==> src/rtl/fetch_queue.sv <==
// Instruction prefetch queue: issues sequential word fetches on credit, buffers
// returned instructions with their PCs, and flushes/restarts on redirect.
module fetch_queue #(
  parameter int unsigned DEPTH    = 4,
  parameter logic [31:0] RESET_PC = 32'h0000_0000
) (
  input  logic                       clk,
  input  logic                       rst,
  output logic                       imem_req_valid,
  input  logic                       imem_req_ready,
  output logic [31:0]                imem_req_addr,
  input  logic                       imem_resp_valid,
  input  logic [31:0]                imem_resp_data,
  input  logic                       redirect,
  input  logic [31:0]                redirect_pc,
  output logic                       out_valid,
  input  logic                       out_ready,
  output logic [31:0]                out_instr,
  output logic [31:0]                out_pc,
  output logic [$clog2(DEPTH+1)-1:0] count
);

  localparam int unsigned PW = $clog2(DEPTH);
  localparam int unsigned CW = $clog2(DEPTH+1);
  localparam int unsigned IW = 16;

  logic          r_run;
  logic [31:0]   r_fetch_pc;
  logic [31:0]   r_resp_pc;
  logic [PW-1:0] r_rd_ptr;
  logic [PW-1:0] r_wr_ptr;
  logic [CW-1:0] r_count;
  logic [IW-1:0] r_inflight;
  logic [IW-1:0] r_discard;
  logic [31:0]   r_instr [DEPTH];
  logic [31:0]   r_pc    [DEPTH];

  logic [IW:0]   w_used;
  logic          w_accept;
  logic          w_keep;
  logic          w_deq;
  logic [IW-1:0] w_inflight_nxt;
  logic          w_unused_pc_lsb;

  // Credit counts kept responses only: discarded in-flight requests never land.
  assign w_used = {{(IW+1-CW){1'b0}}, r_count} + {1'b0, r_inflight} - {1'b0, r_discard};

  assign imem_req_valid  = r_run && !redirect && (w_used < (IW+1)'(DEPTH));
  assign imem_req_addr   = r_fetch_pc;
  assign w_accept        = imem_req_valid && imem_req_ready;
  assign w_keep          = imem_resp_valid && (r_discard == '0);
  assign w_deq           = out_valid && out_ready;
  assign w_unused_pc_lsb = &redirect_pc[1:0];

  assign out_valid = (r_count != '0);
  assign out_instr = r_instr[r_rd_ptr];
  assign out_pc    = r_pc[r_rd_ptr];
  assign count     = r_count;

  always_comb begin
    w_inflight_nxt = r_inflight;
    if (w_accept)
      w_inflight_nxt = w_inflight_nxt + IW'(1);
    if (imem_resp_valid)
      w_inflight_nxt = w_inflight_nxt - IW'(1);
  end

  always_ff @(posedge clk or negedge rst) begin
    if (!rst) begin
      r_run      <= 1'b0;
      r_fetch_pc <= RESET_PC;
      r_resp_pc  <= RESET_PC;
      r_rd_ptr   <= '0;
      r_wr_ptr   <= '0;
      r_count    <= '0;
      r_inflight <= '0;
      r_discard  <= '0;
    end else begin
      r_run      <= 1'b1;
      r_inflight <= w_inflight_nxt;
      if (redirect) begin
        r_count    <= '0;
        r_rd_ptr   <= '0;
        r_wr_ptr   <= '0;
        r_fetch_pc <= {redirect_pc[31:2], 2'b00};
        r_resp_pc  <= {redirect_pc[31:2], 2'b00};
        r_discard  <= w_inflight_nxt;
      end else begin
        if (w_accept)
          r_fetch_pc <= r_fetch_pc + 32'd4;
        if (imem_resp_valid && (r_discard != '0))
          r_discard <= r_discard - IW'(1);
        if (w_keep) begin
          r_wr_ptr  <= r_wr_ptr + PW'(1);
          r_resp_pc <= r_resp_pc + 32'd4;
        end
        if (w_deq)
          r_rd_ptr <= r_rd_ptr + PW'(1);
        case ({w_keep, w_deq})
          2'b10:   r_count <= r_count + CW'(1);
          2'b01:   r_count <= r_count - CW'(1);
          default: r_count <= r_count;
        endcase
      end
    end
  end

  always_ff @(posedge clk) begin
    if (w_keep && !redirect) begin
      r_instr[r_wr_ptr] <= imem_resp_data;
      r_pc[r_wr_ptr]    <= r_resp_pc;
    end
  end

  a_resp_needs_inflight: assert property (
    @(posedge clk) disable iff (!rst) !(imem_resp_valid && (r_inflight == '0)));

endmodule
==> config.mk <==
export PLATFORM = sky130hd
export DESIGN_NAME = fetch_queue
export DESIGN_NICKNAME = d
export VERILOG_FILES = /design/src/rtl/fetch_queue.sv
export SDC_FILE = /design/constraint.sdc
export NUM_CORES = 1
export LEC_CHECK = 0
export BUFFER_PORTS_ARGS = -buffer_cell sky130_fd_sc_hd__buf_4
export CAP_MARGIN = 20
export CORE_MARGIN = 2
export CORE_UTILIZATION = 55
export DETAILED_ROUTE_END_ITERATION = 6
export GPL_TIMING_DRIVEN = 0
export PLACE_DENSITY = 0.82
export SYNTH_ARGS = -nofsm -noshare
export SYNTH_HDL_FRONTEND = slang
export SYNTH_SLANG_ARGS = --single-unit
==> constraint.sdc <==
create_clock -name clk -period 11.97 [get_ports clk]
set_clock_uncertainty 0.05 [all_clocks]
set_input_delay 0.5985 -clock clk [delete_from_list [all_inputs] [get_ports clk]]
set_output_delay 0.5985 -clock clk [all_outputs]
set_load 0.01 [all_outputs]
==> results.txt <==
Largest family of logic cells by synthesized area: simple AND/OR/NAND/NOR gates
Slew margin rel.: 21.3%
Die area: 0.0311 sq mm
Bufs on Longest Clock Path: 3
Gate power share: 36.3%
Port bufs: 163
Post-CTS Setup Bufs: 0
CP Capture Type: register
H-tree lvl count: 2
Async SR Flop Fraction: 28.7%
Ratio of cells with drive above 1 in the final layout: 25.0%
Synth area leaders: edfxtp_1 (46%), dfrtp_1 (15%), mux4_2 (8.5%), ha_1 (2.9%), xnor2_1 (2.3%)
Vias: 11000
Drt initial violations: 949
Row count: 63
# diodes: 0
Yosys cell types: 84
Total GRT Usage: 26.1%
Top cell type's share of synthesized area: 45.6%
Worst Reg-to-Reg Cells: 23
# DRC: 0
Cells after synthesis: 1198
P_sw: 0.00137 W
EDFF count, synth: 248
Reg2reg end: r_discard[12]
Setup Crit Path Kind: reg -> reg
Worst-margin pin slew: 1180 ps
Flop2flop setup slack: 5060 ps
Grt ovf: 0
Post-CTS sizing: 0
Clk sinks: 348
Die X: 176 microns
Initial antenna violation count: 0
Adder-cell share of the synthesized area: 3.28%
CTS Root Cell: clkbuf_16
Worst-path clk slew: 60 ps
Die Height: 176 microns
Crit path max fanout: 9
Synth warn: 0
Post-synthesis simple-gate area fraction: 11.7%
Total power: 0.00396 W
Synth Area in Compound Gates: 7.01%
Clk_lat worst skew: 520 ps
Startpoint Class: register
CTS tree: done
DR vias/cell: 5.96
Worst EP arrival: 7270 ps
WL final: 40300 microns
Max IR drop VDD: 185 uV
HPWL after DPL: 28700 microns
Final ANT Viol Nets: 0
Data required, critical path: 12320 ps
Proportion of synthesized area in mux cells: 10.3%
Vias in the first global route: 11000
# nets final: 1538
Max_cap viols: 0
RD Place Congestion: 0.914
Initial Util: 55.4%
Sequential share of the synthesized area: 60.9%
Int Pwr: 0.00258 W
Wire per inst: 21.9 microns
Sequential Power Share: 37.1%
Fmax: 0.145 GHz
First-pass GRT wire length: 62200 microns
Final TNS setup: 0 ps
Final Slew Violations: 0
Hold buffers post-CTS: 0
Unrepaired setup endpoints after global routing: no
Cell area power density: 203 mW/mm^2
Hold WC Path Type: in -> async
Post-synthesis register bit count: 348
Min Tclk post-route: 6910 ps
Pre-Repair DR Iteration Count: 5
Mapped cell area: 0.0163 sq mm
Mean Syn Cell Area: 13.6 sq um
Most frequent cells in the layout: edfxtp_1 (248), buf_4 (168), nand2_1 (100), dfrtp_1 (100), nor2_1 (82)
I/O Pins: 171
Status: completed
Sw frac: 34.7%
Yosys top cell by area: edfxtp_1
Layout area overhead: 19.4%
Xor/xnor cell area share of the yosys netlist: 4.45%
Core Footprint: 0.0295 sq mm
Tcrit/Tclk final: 57.8%
LEAKAGE: 7.29 nW
Commonest non-fill, non-tap cell in the layout: edfxtp_1
R2R Path Start: r_inflight[2]
Synth Flop Type: edfxtp_1
Clk pwr share: 26.6%
Inserted Clock Buffers: 35
Largest net degree at the start of global routing: 54
Setup Viol. Count Final: 0
Fin. Hold Viols: 0
==> synth_stat cells, types with 9 or more instances <==
library cell and number:
o211ai_1 10, xor2_1 40, inv_1 43, nand3_1 41, o21ai_0 63, nor2_1 82
a21oi_1 29, ha_1 38, clkbuf_1 31, mux4_2 62, nand4_1 14, nand2_1 100
xnor2_1 43, nor4_1 9, and2_1 16, buf_2 9, mux2_2 17, edfxtp_1 248
and3_1 25, dfrtp_1 100, nor3_1 17, or3_1 13
==> registers in the layout (all words and copies together) (netlist names) <==
register	flops
r_run	1
r_instr	128
r_resp_pc	30
r_inflight	16
r_rd_ptr	2
r_wr_ptr	2
r_discard	16
r_pc	120
count	3
imem_req_addr	30
==> area by class of cell <==
class	instances	area, sq um
tap	390	488
multi-input combinational	757	6030
timing repair buffer	189	1540
buffer	53	229
inverter	43	161
clock inverter	20	175
sequential	348	9950
clock buffer	44	940
fill	2053	9960
==> power by group through the flow <==
stage | clock network [W] | registers, W | logic, W
after global placement | 0 | 0.00149 | 0.00140
final | 0.00105 | 0.00147 | 0.00144
after global routing | 0.00111 | 0.00148 | 0.00159
after floorplan | 0 | 0.00146 | 0.00104
after detailed placement | 0 | 0.00149 | 0.00142
after CTS | 0.00106 | 0.00147 | 0.00144
==> metal layers <==
layer  up-vias  global-route usage (%)  share of wire, %
met5         -                       0                 0
met2       487                    44.2                49
met4         0                    7.68               2.5
li1       4986                       -                 -
met1      5444                    34.4                40
met3        69                    5.43               7.9
==> worst max-delay path by stage <==
stage	startpoint	end	slack, ps	depth (start not counted)
2_1_floorplan	r_discard[11]	r_instr[0][0]	5420	5
3_3_place_gp	r_discard[10]	r_instr[0][19]	2090	5
3_5_place_dp	r_inflight[2]	r_discard[12]	5220	23
4_1_cts	r_inflight[2]	r_discard[12]	5190	22
5_1_grt	r_inflight[2]	r_discard[12]	4690	23
6_report	r_inflight[2]	r_discard[12]	5060	23
==> worst max-delay path, cell delays in order (launching register included) <==
cell	delay, ps
dfrtp_1	330
clkbuf_1	300
inv_1	170
fa_1	530
inv_1	50
ha_1	360
and4b_1	230
o211a_1	310
nor4b_1	310
nor3_1	130
nor4b_1	590
nand4b_4	240
nor2_1	940
nor2_1	70
a21oi_1	230
ha_1	180
and2_0	120
clkbuf_1	220
nand2_1	90
or4_4	470
o2bb2ai_2	190
a21o_1	200
or3_1	370
o211a_1	110
==> logic make-up (layout without fill, tap and decap cells) <==
| kind of cell | count (synthesis) | count (layout) |
|---|---|---|
| and+or+nand+nor | 367 | 367 |
| DFF | 348 | 348 |
| AOI/OAI and AO/OA | 173 | 173 |
| buffers and inverters | 96 | 349 |
| muxes | 88 | 88 |
| xor gates and xnor gates | 83 | 83 |
| adders and majority gates | 41 | 41 |
| other | 2 | 5 |
==> per-stage QoR <==
stage / hold slack [ps] / setup WS (ps) / cells / utilization [%] / cell area (sq um)
floorplan: 253 / 5420 / 1201 / - / 16400
global placement: 479 / 2090 / 1754 / 61.3 / 18100
detailed placement: 499 / 5220 / 1780 / 62.4 / 18400
CTS: 74.1 / 5190 / 1844 / 66.2 / 19500
global route: 99.9 / 4690 / 1844 / 66.2 / 19500
finish: 39.1 / 5060 / 1844 / 66.2 / 19500
(Power assumes the default switching activity.)
